`config.mk`:
```
export PLATFORM = sky130hd
export DESIGN_NAME = hazard_ctrl_flat
export DESIGN_NICKNAME = d
export VERILOG_FILES = /design/src/rtl/hazard_ctrl_if.sv /design/src/rtl/hazard_ctrl.sv /design/src/flat_wrapper.sv
export SDC_FILE = /design/constraint.sdc
export NUM_CORES = 1
export LEC_CHECK = 0
export ABC_AREA = 0
export BUFFER_PORTS_ARGS = -buffer_cell sky130_fd_sc_hd__buf_2
export CORE_ASPECT_RATIO = 0.5
export CORE_UTILIZATION = 45
export CTS_CLUSTER_DIAMETER = 150
export CTS_CLUSTER_SIZE = 12
export DETAILED_ROUTE_END_ITERATION = 7
export GPL_TIMING_DRIVEN = 1
export PLACE_DENSITY = 0.8
export SLEW_MARGIN = 20
export SYNTH_ARGS = -nofsm -noshare
export SYNTH_HDL_FRONTEND = slang
export SYNTH_SLANG_ARGS = --single-unit
```
`constraint.sdc`:
```
create_clock -name clk -period 3.28 [get_ports clk]
set_input_delay 0 -clock clk [delete_from_list [all_inputs] [get_ports clk]]
set_output_delay 0 -clock clk [all_outputs]
set_load 0.03 [all_outputs]
```
`src/rtl/hazard_ctrl_if.sv`:
```
// rtl/hazard_ctrl_if.sv - stage tag and hazard control bundle between pipeline and hazard_ctrl
interface hazard_ctrl_if;
    // D-stage sources and first-use stage (0=D, 1=E, 3=unused)
    logic [4:0] ra1D;
    logic [4:0] ra2D;
    logic [1:0] tuse1D;
    logic [1:0] tuse2D;
    // E-stage sources
    logic [4:0] ra1E;
    logic [4:0] ra2E;
    // Destination register and result type per stage
    logic [4:0] waE;
    logic [4:0] waM;
    logic [4:0] waW;
    logic [1:0] resE;
    logic [1:0] resM;
    logic [1:0] resW;
    // Mult/div sequencing
    logic       mdUseD;
    logic       mdStartE;
    logic       mdTypeE;
    // Controls back to the pipeline
    logic       stall;
    logic       flushE;
    logic [1:0] fwd1D;
    logic [1:0] fwd2D;
    logic [1:0] fwd1E;
    logic [1:0] fwd2E;
    logic       mdBusy;

    // Pipeline side: drives stage tags, consumes controls
    modport master (
        output ra1D, ra2D, tuse1D, tuse2D, ra1E, ra2E,
        output waE, waM, waW, resE, resM, resW,
        output mdUseD, mdStartE, mdTypeE,
        input  stall, flushE, fwd1D, fwd2D, fwd1E, fwd2E, mdBusy
    );

    // Controller side
    modport slave (
        input  ra1D, ra2D, tuse1D, tuse2D, ra1E, ra2E,
        input  waE, waM, waW, resE, resM, resW,
        input  mdUseD, mdStartE, mdTypeE,
        output stall, flushE, fwd1D, fwd2D, fwd1E, fwd2E, mdBusy
    );
endinterface

```
`src/rtl/hazard_ctrl.sv`:
```
// rtl/hazard_ctrl.sv - stall, bubble and forwarding control with mult/div busy sequencing
module hazard_ctrl #(
    parameter int MULT_CYCLES = 5,
    parameter int DIV_CYCLES  = 10,
    parameter int CNT_W       = 4
) (
    input logic         clk,
    input logic         rst,
    hazard_ctrl_if.slave hz
);

    // Result type encodings carried in the stage registers
    localparam logic [1:0] RES_NONE = 2'b00;
    localparam logic [1:0] RES_ALU  = 2'b01;
    localparam logic [1:0] RES_LOAD = 2'b10;
    localparam logic [1:0] RES_LINK = 2'b11;

    // First-use encoding meaning "this operand is not read"
    localparam logic [1:0] TUSE_NONE = 2'b11;

    // D-stage forward selects
    localparam logic [1:0] FD_RF = 2'b00;
    localparam logic [1:0] FD_E  = 2'b01;
    localparam logic [1:0] FD_M  = 2'b10;
    localparam logic [1:0] FD_W  = 2'b11;

    // E-stage forward selects
    localparam logic [1:0] FE_PIPE = 2'b00;
    localparam logic [1:0] FE_M    = 2'b01;
    localparam logic [1:0] FE_W    = 2'b10;

    localparam logic [CNT_W-1:0] MULT_LOAD = CNT_W'(MULT_CYCLES);
    localparam logic [CNT_W-1:0] DIV_LOAD  = CNT_W'(DIV_CYCLES);

    // Producer in a stage matches a consumer; $0 is hardwired zero so it
    // never creates a dependency, and type 00 writes nothing.
    function automatic logic match(input logic [4:0] src,
                                   input logic [4:0] wa,
                                   input logic [1:0] res);
        return (src != 5'd0) && (src == wa) && (res != RES_NONE);
    endfunction

    // Cycles until an E-stage producer has its value available.
    function automatic logic [1:0] tnew_e(input logic [1:0] res);
        case (res)
            RES_ALU:  return 2'd1;
            RES_LOAD: return 2'd2;
            RES_LINK: return 2'd0;
            default:  return 2'd0;
        endcase
    endfunction

    // Cycles until an M-stage producer has its value available.
    function automatic logic [1:0] tnew_m(input logic [1:0] res);
        case (res)
            RES_ALU:  return 2'd0;
            RES_LOAD: return 2'd1;
            RES_LINK: return 2'd0;
            default:  return 2'd0;
        endcase
    endfunction

    // One D operand stalls when its producer in E or M is too late for it.
    function automatic logic src_stall(input logic [4:0] src,
                                       input logic [1:0] tuse,
                                       input logic [4:0] wa_e,
                                       input logic [1:0] res_e,
                                       input logic [4:0] wa_m,
                                       input logic [1:0] res_m);
        logic hit_e;
        logic hit_m;
        hit_e = match(src, wa_e, res_e) && (tnew_e(res_e) > tuse);
        hit_m = match(src, wa_m, res_m) && (tnew_m(res_m) > tuse);
        return (tuse != TUSE_NONE) && (hit_e || hit_m);
    endfunction

    // D operand select: the youngest ready producer wins.
    function automatic logic [1:0] sel_d(input logic [4:0] src,
                                         input logic [4:0] wa_e,
                                         input logic [1:0] res_e,
                                         input logic [4:0] wa_m,
                                         input logic [1:0] res_m,
                                         input logic [4:0] wa_w,
                                         input logic [1:0] res_w);
        if (match(src, wa_e, res_e) && (tnew_e(res_e) == 2'd0)) begin
            return FD_E;
        end else if (match(src, wa_m, res_m) && (tnew_m(res_m) == 2'd0)) begin
            return FD_M;
        end else if (match(src, wa_w, res_w)) begin
            return FD_W;
        end
        return FD_RF;
    endfunction

    // E operand select: M beats W, otherwise keep the pipe register value.
    function automatic logic [1:0] sel_e(input logic [4:0] src,
                                         input logic [4:0] wa_m,
                                         input logic [1:0] res_m,
                                         input logic [4:0] wa_w,
                                         input logic [1:0] res_w);
        if (match(src, wa_m, res_m) && (tnew_m(res_m) == 2'd0)) begin
            return FE_M;
        end else if (match(src, wa_w, res_w)) begin
            return FE_W;
        end
        return FE_PIPE;
    endfunction

    logic [CNT_W-1:0] md_cnt_q;
    logic [CNT_W-1:0] md_cnt_d;
    logic             md_busy;
    logic             data_stall;
    logic             md_stall;

    assign md_busy = (md_cnt_q != '0);

    // Busy counter next state: a new start reloads (even over a running op),
    // otherwise count down to idle. Stalls do not freeze the unit.
    always_comb begin
        md_cnt_d = md_cnt_q;
        if (hz.mdStartE) begin
            md_cnt_d = hz.mdTypeE ? DIV_LOAD : MULT_LOAD;
        end else if (md_busy) begin
            md_cnt_d = md_cnt_q - 1'b1;
        end
    end

    // Busy counter register; reset abandons any operation in flight.
    always_ff @(posedge clk) begin
        if (rst) begin
            md_cnt_q <= '0;
        end else begin
            md_cnt_q <= md_cnt_d;
        end
    end

    // Stall/bubble and forward selects, purely from the current stage tags.
    always_comb begin
        data_stall = src_stall(hz.ra1D, hz.tuse1D, hz.waE, hz.resE, hz.waM, hz.resM)
                   | src_stall(hz.ra2D, hz.tuse2D, hz.waE, hz.resE, hz.waM, hz.resM);
        // A start in E this cycle counts as busy for a HI/LO user in D.
        md_stall   = hz.mdUseD && (md_busy || hz.mdStartE);
        hz.stall   = data_stall | md_stall;
        hz.flushE  = data_stall | md_stall;
        hz.fwd1D   = sel_d(hz.ra1D, hz.waE, hz.resE, hz.waM, hz.resM, hz.waW, hz.resW);
        hz.fwd2D   = sel_d(hz.ra2D, hz.waE, hz.resE, hz.waM, hz.resM, hz.waW, hz.resW);
        hz.fwd1E   = sel_e(hz.ra1E, hz.waM, hz.resM, hz.waW, hz.resW);
        hz.fwd2E   = sel_e(hz.ra2E, hz.waM, hz.resM, hz.waW, hz.resW);
        hz.mdBusy  = md_busy;
    end

endmodule

```
`src/flat_wrapper.sv`:
```
// flat-port wrapper written by rule: the top's interface ports become plain ports
module hazard_ctrl_flat 
#(
    parameter int MULT_CYCLES = 5,
    parameter int DIV_CYCLES  = 10,
    parameter int CNT_W       = 4
)
  (clk, rst, hz_ra1D, hz_ra2D, hz_tuse1D, hz_tuse2D, hz_ra1E, hz_ra2E, hz_waE, hz_waM, hz_waW, hz_resE, hz_resM, hz_resW, hz_mdUseD, hz_mdStartE, hz_mdTypeE, hz_stall, hz_flushE, hz_fwd1D, hz_fwd2D, hz_fwd1E, hz_fwd2E, hz_mdBusy);
  hazard_ctrl_if hz_i ();
  input logic clk;
  input logic rst;
  input wire logic [$bits(hz_i.ra1D)-1:0] hz_ra1D;
  input wire logic [$bits(hz_i.ra2D)-1:0] hz_ra2D;
  input wire logic [$bits(hz_i.tuse1D)-1:0] hz_tuse1D;
  input wire logic [$bits(hz_i.tuse2D)-1:0] hz_tuse2D;
  input wire logic [$bits(hz_i.ra1E)-1:0] hz_ra1E;
  input wire logic [$bits(hz_i.ra2E)-1:0] hz_ra2E;
  input wire logic [$bits(hz_i.waE)-1:0] hz_waE;
  input wire logic [$bits(hz_i.waM)-1:0] hz_waM;
  input wire logic [$bits(hz_i.waW)-1:0] hz_waW;
  input wire logic [$bits(hz_i.resE)-1:0] hz_resE;
  input wire logic [$bits(hz_i.resM)-1:0] hz_resM;
  input wire logic [$bits(hz_i.resW)-1:0] hz_resW;
  input wire logic [$bits(hz_i.mdUseD)-1:0] hz_mdUseD;
  input wire logic [$bits(hz_i.mdStartE)-1:0] hz_mdStartE;
  input wire logic [$bits(hz_i.mdTypeE)-1:0] hz_mdTypeE;
  output wire logic [$bits(hz_i.stall)-1:0] hz_stall;
  output wire logic [$bits(hz_i.flushE)-1:0] hz_flushE;
  output wire logic [$bits(hz_i.fwd1D)-1:0] hz_fwd1D;
  output wire logic [$bits(hz_i.fwd2D)-1:0] hz_fwd2D;
  output wire logic [$bits(hz_i.fwd1E)-1:0] hz_fwd1E;
  output wire logic [$bits(hz_i.fwd2E)-1:0] hz_fwd2E;
  output wire logic [$bits(hz_i.mdBusy)-1:0] hz_mdBusy;
  assign hz_i.ra1D = hz_ra1D;
  assign hz_i.ra2D = hz_ra2D;
  assign hz_i.tuse1D = hz_tuse1D;
  assign hz_i.tuse2D = hz_tuse2D;
  assign hz_i.ra1E = hz_ra1E;
  assign hz_i.ra2E = hz_ra2E;
  assign hz_i.waE = hz_waE;
  assign hz_i.waM = hz_waM;
  assign hz_i.waW = hz_waW;
  assign hz_i.resE = hz_resE;
  assign hz_i.resM = hz_resM;
  assign hz_i.resW = hz_resW;
  assign hz_i.mdUseD = hz_mdUseD;
  assign hz_i.mdStartE = hz_mdStartE;
  assign hz_i.mdTypeE = hz_mdTypeE;
  assign hz_stall = hz_i.stall;
  assign hz_flushE = hz_i.flushE;
  assign hz_fwd1D = hz_i.fwd1D;
  assign hz_fwd2D = hz_i.fwd2D;
  assign hz_fwd1E = hz_i.fwd1E;
  assign hz_fwd2E = hz_i.fwd2E;
  assign hz_mdBusy = hz_i.mdBusy;
  hazard_ctrl #(.MULT_CYCLES(MULT_CYCLES), .DIV_CYCLES(DIV_CYCLES), .CNT_W(CNT_W)) u_core (.clk(clk), .rst(rst), .hz(hz_i));
endmodule
```
Word level (Yosys, flattened, before mapping)
Index checks and enable logic that the tools add are counted.

Bitwise operators: 2. Eq/ne operators: 15. Add/subtract/negate cells: 1. Order comparisons: 4. Reductions and logical operators: 49. Mux-type cells: 31.

Operators with widths (number): 5-bit equality test (10); 1-bit logical AND (33); 2-bit two-way mux (16); 5-bit nonzero test (4); 4-bit two-way mux (3); 1-bit two-way mux (11); 2-bit zero test (4); 2-bit nonzero test (4); 2-bit equality test, second input constant (2); 1-bit by 2-bit > comparator with 1-bit output (2); 2-bit > comparator (2); 2-bit inequality test, second input constant (2); 2-bit one-hot mux with 2 select lines (1); 4-bit nonzero test (1); 4-bit by 1-bit subtractor with 4-bit output, second input constant (1); 1-bit logical OR (3); 2-bit by 1-bit equality test with 1-bit output, second input constant (1); 1-bit OR (2).

Register bits after elaboration: 4. Input bits: 50. Output and inout bits: 11.

Depth between registers and ports, before layout
Gate-level depths: netlist of run 1.

Depth in word-level cells: 10. Depth in mapped cells: 10. Gate-level depth less buffers: 9.

Least setup slack after synthesis of run 1
Ideal clock, no wire load.

Path type: reg-to-output. Start: register u_core.md_cnt_q[0]. End: output hz_stall. Arrival: 1.950 ns. Required time: 3.280 ns. Slack: 1.330 ns. Stages on the path, launching flop included: 9. Path buffers: 2. Path through: dfxtp_1 -> inv_1 -> ha_1 -> or3b_1 -> clkbuf_1 -> o21ai_0 -> o21ai_0 -> a211o_1 -> buf_4.

Word-level cells in the longest chain between the ends: 4.

Ends and longest elaborated chain: start: declaration (RTL line hazard_ctrl.sv:109) `logic [CNT_W-1:0] md_cnt_q;`; start signal: assignment (RTL line hazard_ctrl.sv:133) `md_cnt_q <= md_cnt_d;`; 4-bit nonzero test (RTL line hazard_ctrl.sv:115) `assign md_busy = (md_cnt_q != '0);`; via hz_mdBusy (RTL line flat_wrapper.sv:33) `output wire logic [$bits(hz_i.mdBusy)-1:0] hz_mdBusy;`; 1-bit logical OR (RTL line hazard_ctrl.sv:142) `md_stall = hz.mdUseD && (md_busy || hz.mdStartE);`; 1-bit logical AND (RTL line hazard_ctrl.sv:142); 1-bit OR; end: declaration (RTL line flat_wrapper.sv:27) `output wire logic [$bits(hz_i.stall)-1:0] hz_stall;`.

The timed path passes the listed nets, and every way through them passes these cells.

Worst setup path after layout of run 1
Start: register u_core.md_cnt_q[0]. End: output hz_flushE.

Word-level cells in the longest chain between the ends: 4.

Ends and longest elaborated chain: 4-bit nonzero test (RTL line hazard_ctrl.sv:115); 1-bit logical OR (RTL line hazard_ctrl.sv:142); 1-bit logical AND (RTL line hazard_ctrl.sv:142); 1-bit OR (RTL line hazard_ctrl.sv:144) `hz.flushE = data_stall | md_stall;`; end: declaration (RTL line flat_wrapper.sv:28) `output wire logic [$bits(hz_i.flushE)-1:0] hz_flushE;`.

No other way between the ends.

==> flow_summary.toml, run 1 <==
[yosys]
syn-cell-area_um2 = 1170
synthTopCellsByCount = "xor2_1, xnor2_1, inv_1"
syn_inst = 158
yosysSeqAreaShare_pct = 6.84
synth_fp_nets = 219
ys_warn_count = 0
synth.avg_cell_area_um2 = 7.40
ys_types = 32
synth_edf_count = 0
synth_seq_cells = 4
synth_top_area_cell = "xor2_1"
synth_area_leaders = "xor2_1, xnor2_1, ha_1, dfxtp_1, inv_1"
synthArstFlopShare_pct = 0
synth_top_area_share_pct = 19.5
synth_most_common_cell = "xor2_1"
ys.flop_type = "dfxtp_1"

[power_and_ir_drop]
leakagePower_nw = 0.750
peakVddDrop_mv = 0.118
p_sw_w = 0.000146
clockPowerShare_pct = 27.6
p_int_w = 0.000227
netSwitchingFraction_pct = 39.1
combPwrFrac_pct = 56.6
p_per_area_nw_per_um2 = 241
seqPwrFrac_pct = 15.8

[timing]
period_minus_slack_ns = 1.86
tightest_slew_ns = 0.388
slew_violations = 0
setup_viol = 0
clock.fmax_ghz = 0.538
fin_crit_sh_pct = 56.6
skew_ns = 0.000330
rsz0062_at_grt = "false"
setup_tns_ns = 0
relSlewSlack_pct = 73.9
final-hold-violation-count = 0

[routing]
drt_iter0_markers = 29
wirelength_um = 3070
postRouteAntennaNets = 0
post_drt_wl_per_cell_um = 12.2
num_vias = 1307
via_per_inst = 5.19
first_pass_iters = 4
drc = 0

[critical_path]
required_ns = 3.28
start_kind = "flop"
critical_path.max_fanout = 6
arrival_ns = 1.86
crit_type = "flop to output pin"
crit_path_end_kind = "output pin"

[die]
core_um2 = 2330
die_w_um = 74.1
start_util_pct = 50.3
die_height_um = 38.1
io_pins = 61
num_rows = 12
die-area_um2 = 2820

[clocking]
cts_buffer_depth = 2
htreeDepth = 1
cts_setup_buffers = 0
cts_tree = "built"
cts_root_buffer = "clkbuf_8"
cts_num_sinks = 4
clk_latency_ns = 0.22
numCtsBuffers = 3
clkSlewWorstSetupHoldPaths_ns = 0.03

[global_routing]
grt_usage_pct = 23.7
grt_max_degree = 8
grt_pass1_vias = 1155
grt_overflow = 0
grt_pass1_wl_um = 4980
antenna_found_initial = 0

[layout]
nNetsFinal = 280
regMostFlops = "u_core.md_cnt_q"
area_growth_pct = 31.9
reg_top3 = "u_core.md_cnt_q (4)"
fin_area_um2 = 1540
drive_gt1_share_pct = 30.9
largest_reg_flops = 4
diodes = 0
nFillCells = 221

[job]
cap_violations = 0

[outcome]
status = "complete, no violations"

[placement]
place.gp.congestion = 0.848
port_buffers = 60
dpl.hpwl_um = 2640
post_dp_cell_area_um2 = 1490

[hold_path]
min_path_type = "primary input to flop"
## final cells by class
cell class	instances	area [µm²]	share of cell area [%]
tap	35	43.8	2.84
inverter	17	63.8	4.14
multi-input combinational	132	1000	65.0
sequential	4	80.1	5.19
clock buffer	3	41.3	2.68
timing repair buffer	61	310	20.1
## path summary, 6_finish.rpt
check / start / end / slack (ns) / depth (start not counted)
worst min register to register: u_core.md_cnt_q[2] / u_core.md_cnt_q[2] / 0.59 / 3
worst max register to register: u_core.md_cnt_q[0] / u_core.md_cnt_q[1] / 1.78 / 6
worst max-delay path: u_core.md_cnt_q[0] / hz_flushE / 1.42 / 7
worst min-delay path: hz_mdTypeE / u_core.md_cnt_q[3] / 0.07 / 3
## critical path: stages (launching register included)
cell	delay, ns
dfxtp_1	0.32
inv_1	0.08
ha_1	0.13
or3b_1	0.42
o21ai_0	0.17
o21ai_0	0.10
a211o_1	0.24
buf_2	0.18
## per-stage QoR
| step | util [%] | total power, W | setup slack (ns) | cells | hold slack, ns |
|---|---|---|---|---|---|
| floorplan | - | 0.000192 | 1.33 | 158 | 0.0691 |
| detailed placement | 64.1 | 0.000269 | 1.60 | 248 | 0.212 |
| global route | 66.3 | 0.000401 | 1.25 | 252 | 0.0980 |
| global placement | 64.1 | 0.000262 | 1.66 | 248 | 0.205 |
| CTS | 66.3 | 0.000375 | 1.40 | 252 | 0.0798 |
| finish | 66.3 | 0.000372 | 1.42 | 252 | 0.0725 |
## cell usage in the layout (no fill, tap or decap), drive strengths merged, types with 4 or more instances in the layout
| cell | instances |
|---|---|
| buf | 60 |
| xor2 | 26 |
| xnor2 | 20 |
| inv | 17 |
| nor2 | 14 |
| ha | 11 |
| nand4 | 9 |
| nor4 | 9 |
| nor2b | 5 |
| nand2 | 5 |
| o21ai | 5 |
| o22ai | 4 |
| dfxtp | 4 |
## kinds of logic (layout without fill, tap and decap cells)
logic type,after synthesis,count (layout),synth area share [%]
flops,4,4,6.85
xor+xnor,46,46,34.4
fa+ha+maj,11,11,11.8
simple gates,51,51,24.6
compound gates,24,24,15.0
buf+inv,22,81,7.38
## power by group through the flow
stage	clock (W)	sequential, W	combinational (W)
3_5_place_dp	0	0.0000596	0.000210
4_1_cts	0.000105	0.0000589	0.000211
6_report	0.000103	0.0000587	0.000210
3_3_place_gp	0	0.0000591	0.000203
2_1_floorplan	0	0.0000584	0.000134
5_1_grt	0.000109	0.0000594	0.000233
## routing by layer
| metal | wire (µm) | up-vias | global-route usage, % | part of all wire (%) |
|---|---|---|---|---|
| met5 | 0 | - | 0 | 0 |
| met2 | 1560 | 39 | 47.3 | 51 |
| met1 | 1360 | 589 | 27.3 | 44 |
| li1 | - | 674 | - | - |
| met3 | 116 | 5 | 2.11 | 3.8 |
| met4 | 32 | 0 | 7.21 | 1.0 |
## what timing repair did
item | CTS | global route
gates resized for setup | 0 | 0
endpoints found under the hold margin | 3 | 0
hold buffers | 1 | 0
Power figures use the tool's default switching activity.
==> run 2, diff against run 1 <==
Clock period 3.28 ns to 1.87 ns, I/O delays scaled along.
==> run 2 against run 1 <==
Effect of this change:
- via count up 2.8%
- routed wire length up 3.5%
- global-route usage down 0.52 points
- combinational power up 95%
- clock-buffer cell count unchanged
- worst hold slack better by 0.016 ns
- sequential power up 79%
- critical path type unchanged
- largest cell class unchanged
==> flow_summary.toml, run 2 (synthesized netlist as in run 1, its figures left out) <==
[timing]
slew_violations = 0
setup_viol = 0
final-hold-violation-count = 0
fin_crit_sh_pct = 98.6
rsz0062_at_grt = "true"
tightest_slew_ns = 0.361
setup_tns_ns = 0
fin_ws_ns = 0.0259
relSlewSlack_pct = 75.7
skew_ns = 0.00286
hold_slack_ns = 0.0890
period_minus_slack_ns = 1.84
clock.fmax_ghz = 0.542

[layout]
area_growth_pct = 37.3
fin_area_um2 = 1610
multi_input_area_um2 = 1020
regMostFlops = "u_core.md_cnt_q"
nNetsFinal = 284
most-common-layout-cells = "buf_2, xor2_1, xnor2_1"
final_core_util_pct = 69.0
nFillCells = 202
diodes = 0
drive_gt1_share_pct = 35.3
final_common_cell = "buf_2"
reg_top3 = "u_core.md_cnt_q (4)"
largest_reg_flops = 4
regArea_um2 = 82.6

[critical_path]
reg2reg_to = "u_core.md_cnt_q[0]"
timing.rr.start = "u_core.md_cnt_q[0]"
crit_type = "flop to output pin"
path_cells = "inv_2 > ha_4 > or3b_4 > o21ai_2 > o21ai_1 > a211o_1 > buf_6"
crit_path_end_kind = "output pin"
arrival_ns = 1.84
cp_slowest_cell = "or3b_4"
critical_path.max_fanout = 6
rrSetupSlack_ns = 0.38
reg2regPathDepth = 7
required_ns = 1.87
start_kind = "flop"
slowest_delay_ns = 0.41

[clocking]
numCtsBuffers = 3
cts_tree = "built"
clkSlewWorstSetupHoldPaths_ns = 0.03
cts_root_buffer = "clkbuf_8"
cts_num_sinks = 4
htreeDepth = 1
cts_buffer_depth = 2
clk_latency_ns = 0.22

[power_and_ir_drop]
peakVddDrop_mv = 0.239
leakagePower_nw = 0.774
p_per_area_nw_per_um2 = 432

[global_routing]
grt_pass1_wl_um = 4890
antenna_found_initial = 0
grt_overflow = 0
grt_usage_pct = 23.2
grt_max_degree = 8
grt_pass1_vias = 1157

[die]
die_w_um = 74.1
start_util_pct = 50.3
die-area_um2 = 2820
core_um2 = 2330
num_rows = 12
die_height_um = 38.1
io_pins = 61

[hold_path]
min_path_type = "primary input to flop"
holdPathStages = 3
hp-start = "hz_mdTypeE"
min_to = "u_core.md_cnt_q[3]"

[placement]
port_buffers = 60
place.gp.congestion = 0.878
dpl.hpwl_um = 2610
post-place-ws_ns = 0.121
post_dp_cell_area_um2 = 1500

[routing]
wirelength_um = 3180
post_drt_wl_per_cell_um = 12.4
drc = 0
postRouteAntennaNets = 0
num_vias = 1344
drt_iter0_markers = 34
via_per_inst = 5.25
first_pass_iters = 5

[outcome]
status = "complete, no violations"

[job]
cap_violations = 0
[run 2: final cells by class]
class                   instances  area share, %
clock buffers                   3           2.57
inverters                      17           3.97
multi-input cells             132           63.6
flip-flops and latches          4           5.14
well taps                      35           2.73
repair buffers                 65           22.0
[run 2: through the flow]
step / cells / power, W
6_report: 256 / 0.000694
5_1_grt: 256 / 0.000751
4_1_cts: 253 / 0.000666
3_5_place_dp: 249 / 0.000475
3_3_place_gp: 249 / 0.000463
2_1_floorplan: 158 / 0.000338
[run 2: timing repair]
| item | 4_1_cts | 5_1_grt |
|---|---|---|
| endpoints found under the setup margin | 2 | 2 |
| hold buffers | 1 | 0 |
| buffers inserted | 0 | 3 |
| hold endpoints to repair | 4 | 0 |
| pin swaps | 0 | 2 |
| gates resized for setup | 2 | 14 |
[run 2: power by group]
part	switching [W]	total, W	internal [W]
registers	0.00000814	0.000105	0.0000967
clock network	0.0000419	0.000179	0.000137
logic	0.000217	0.000410	0.000193
total	0.000267	0.000694	0.000427
[run 2: worst max path at each step]
stage | from | cells past startpoint | slack (ns) | to
after floorplan | u_core.md_cnt_q[0] | 8 | 0.003 | hz_stall
after detailed placement | u_core.md_cnt_q[0] | 7 | 0.12 | hz_stall
final | u_core.md_cnt_q[0] | 7 | 0.03 | hz_stall
after global routing | u_core.md_cnt_q[1] | 7 | -0.04 | hz_flushE
after CTS | u_core.md_cnt_q[0] | 7 | -0.005 | hz_stall
after global placement | u_core.md_cnt_q[0] | 7 | 0.24 | hz_stall
[run 2: metal layers]
metal	GRT usage, %	vias up	share of wire (%)
met5	0	-	0
met4	6.25	0	0.53
met3	2.89	6	4.8
met2	47.5	42	52
met1	25.6	615	42
li1	-	681	-
[run 2: worst max-delay path, delay by kind of cell, from the launching register on]
| kind | cells | cell delay [ns] |
|---|---|---|
| adder cells (fa/ha/maj) | 1 | 0.13 |
| AO/OA/AOI/OAI | 3 | 0.56 |
| flip-flops | 1 | 0.31 |
| buffers and inverters | 2 | 0.24 |
| AND/OR/NAND/NOR | 1 | 0.41 |
==> run 3, diff against run 2 <==
Settings changed: CORE_MARGIN set to 2.
==> run 3 against run 2 <==
Effect of this change:
- cell count up 0.39%
- routed wire length up 7.6%
- die area increased by 8.1%
- clock power increased by 3%
- via count rose by 0.52%
- worst hold slack lost 0.022 ns
==> flow_summary.toml, run 3 (synthesized netlist as in run 1, its figures left out) <==
[critical_path]
required_ns = 1.87
critical_path.max_fanout = 6
crit_type = "flop to output pin"
crit_path_end_kind = "output pin"
arrival_ns = 1.83
start_kind = "flop"
reg2regPathDepth = 7

[hold_path]
holdPathStages = 3
min_path_type = "primary input to flop"

[die]
start_util_pct = 49.9
num_rows = 12
die-area_um2 = 3050
io_pins = 61
die_w_um = 76.1
die_height_um = 40.1
core_um2 = 2340

[global_routing]
antenna_found_initial = 0
grt_max_degree = 8
grt_pass1_wl_um = 5340
grt_pass1_vias = 1243
grt_usage_pct = 22.9
grt_overflow = 0

[clocking]
cts_buffer_depth = 2
cts_tree = "built"
htreeDepth = 1
clkSlewWorstSetupHoldPaths_ns = 0.03
numCtsBuffers = 3
clk_latency_ns = 0.22
cts_root_buffer = "clkbuf_8"
cts_num_sinks = 4

[layout]
fin_area_um2 = 1600
diodes = 0
drive_gt1_share_pct = 35.1
largest_reg_flops = 4
area_growth_pct = 36.9
nNetsFinal = 285
reg_top3 = "u_core.md_cnt_q (4)"
regMostFlops = "u_core.md_cnt_q"
final_common_cell = "buf_2"
most-common-layout-cells = "buf_2, xor2_1, xnor2_1"

[routing]
num_vias = 1351
via_per_inst = 5.26
postRouteAntennaNets = 0
drt_iter0_markers = 27
wirelength_um = 3420
drc = 0
post_drt_wl_per_cell_um = 13.3
first_pass_iters = 5

[timing]
clock.fmax_ghz = 0.548
setup_tns_ns = 0
period_minus_slack_ns = 1.83
fin_crit_sh_pct = 97.6
setup_viol = 0
relSlewSlack_pct = 72.9
skew_ns = 0.00457
tightest_slew_ns = 0.402
final-hold-violation-count = 0
slew_violations = 0

[power_and_ir_drop]
p_per_area_nw_per_um2 = 436
total_power_w = 0.000698
peakVddDrop_mv = 0.409
leakagePower_nw = 0.778

[placement]
post_dp_cell_area_um2 = 1500
port_buffers = 60
place.gp.congestion = 0.841
dpl.hpwl_um = 2780

[outcome]
status = "complete, no violations"

[job]
cap_violations = 0
run 3: changes by cell type in the layout (fill, tap and decap cells not counted):
cell | before | now
buf_4 | 4 | 5
ha_1 | 10 | 11
ha_4 | 1 | 0
run 3: routing by layer:
layer,global-route usage (%),vias up,wire [µm]
li1,-,687,-
met1,25.0,603,1430
met2,51.1,53,1690
met3,1.35,8,237
met4,8.18,0,56
met5,0,-,0
run 3: worst paths after layout:
kind | from | endpoint | slack [ns]
worst max register to register | u_core.md_cnt_q[0] | u_core.md_cnt_q[0] | 0.37
worst max-delay path | u_core.md_cnt_q[0] | hz_flushE | 0.04
worst min-delay path | hz_mdTypeE | u_core.md_cnt_q[1] | 0.07
worst min register to register | u_core.md_cnt_q[2] | u_core.md_cnt_q[2] | 0.61
run 3: power by group:
group / switching (W) / internal [W]
logic: 0.000217 / 0.000192
registers: 0.00000811 / 0.0000967
clock network: 0.0000463 / 0.000137
run 3: what timing repair did:
item                                    in CTS  in global routing
gates resized for setup                      2                 12
hold buffers                                 1                  0
cloned                                       0                  0
setup buffers                                0                  4
endpoints found under the setup margin       2                  2
endpoints found under the hold margin        4                  0
pin swaps                                    0                  2
run 3: critical path: stages, from the launching register on:
cell	delay (ns)
dfxtp_2	0.32
inv_2	0.05
ha_1	0.13
or3b_4	0.41
o21ai_2	0.15
o21ai_1	0.08
a211o_1	0.32
buf_6	0.16
run 3: metrics by stage:
step / worst slack, ns / instances / utilization, % / hold WS [ns]
final: 0.0443 / 257 / 68.4 / 0.0671
after floorplan: 0.00282 / 158 / - / 0.0691
after global routing: -0.0127 / 257 / 68.4 / 0.0983
after global placement: 0.289 / 249 / 64.0 / 0.213
after detailed placement: 0.144 / 249 / 64.0 / 0.217
after CTS: 0.0139 / 253 / 66.3 / 0.0606
run 3: cell type report:
cell class	instances	area (µm²)
multi-input cells	132	1010
fillers	210	741
repair buffers	66	360
flip-flops and latches	4	82.6
inverters	17	63.8
well taps	35	43.8
clock buffers	3	41.3
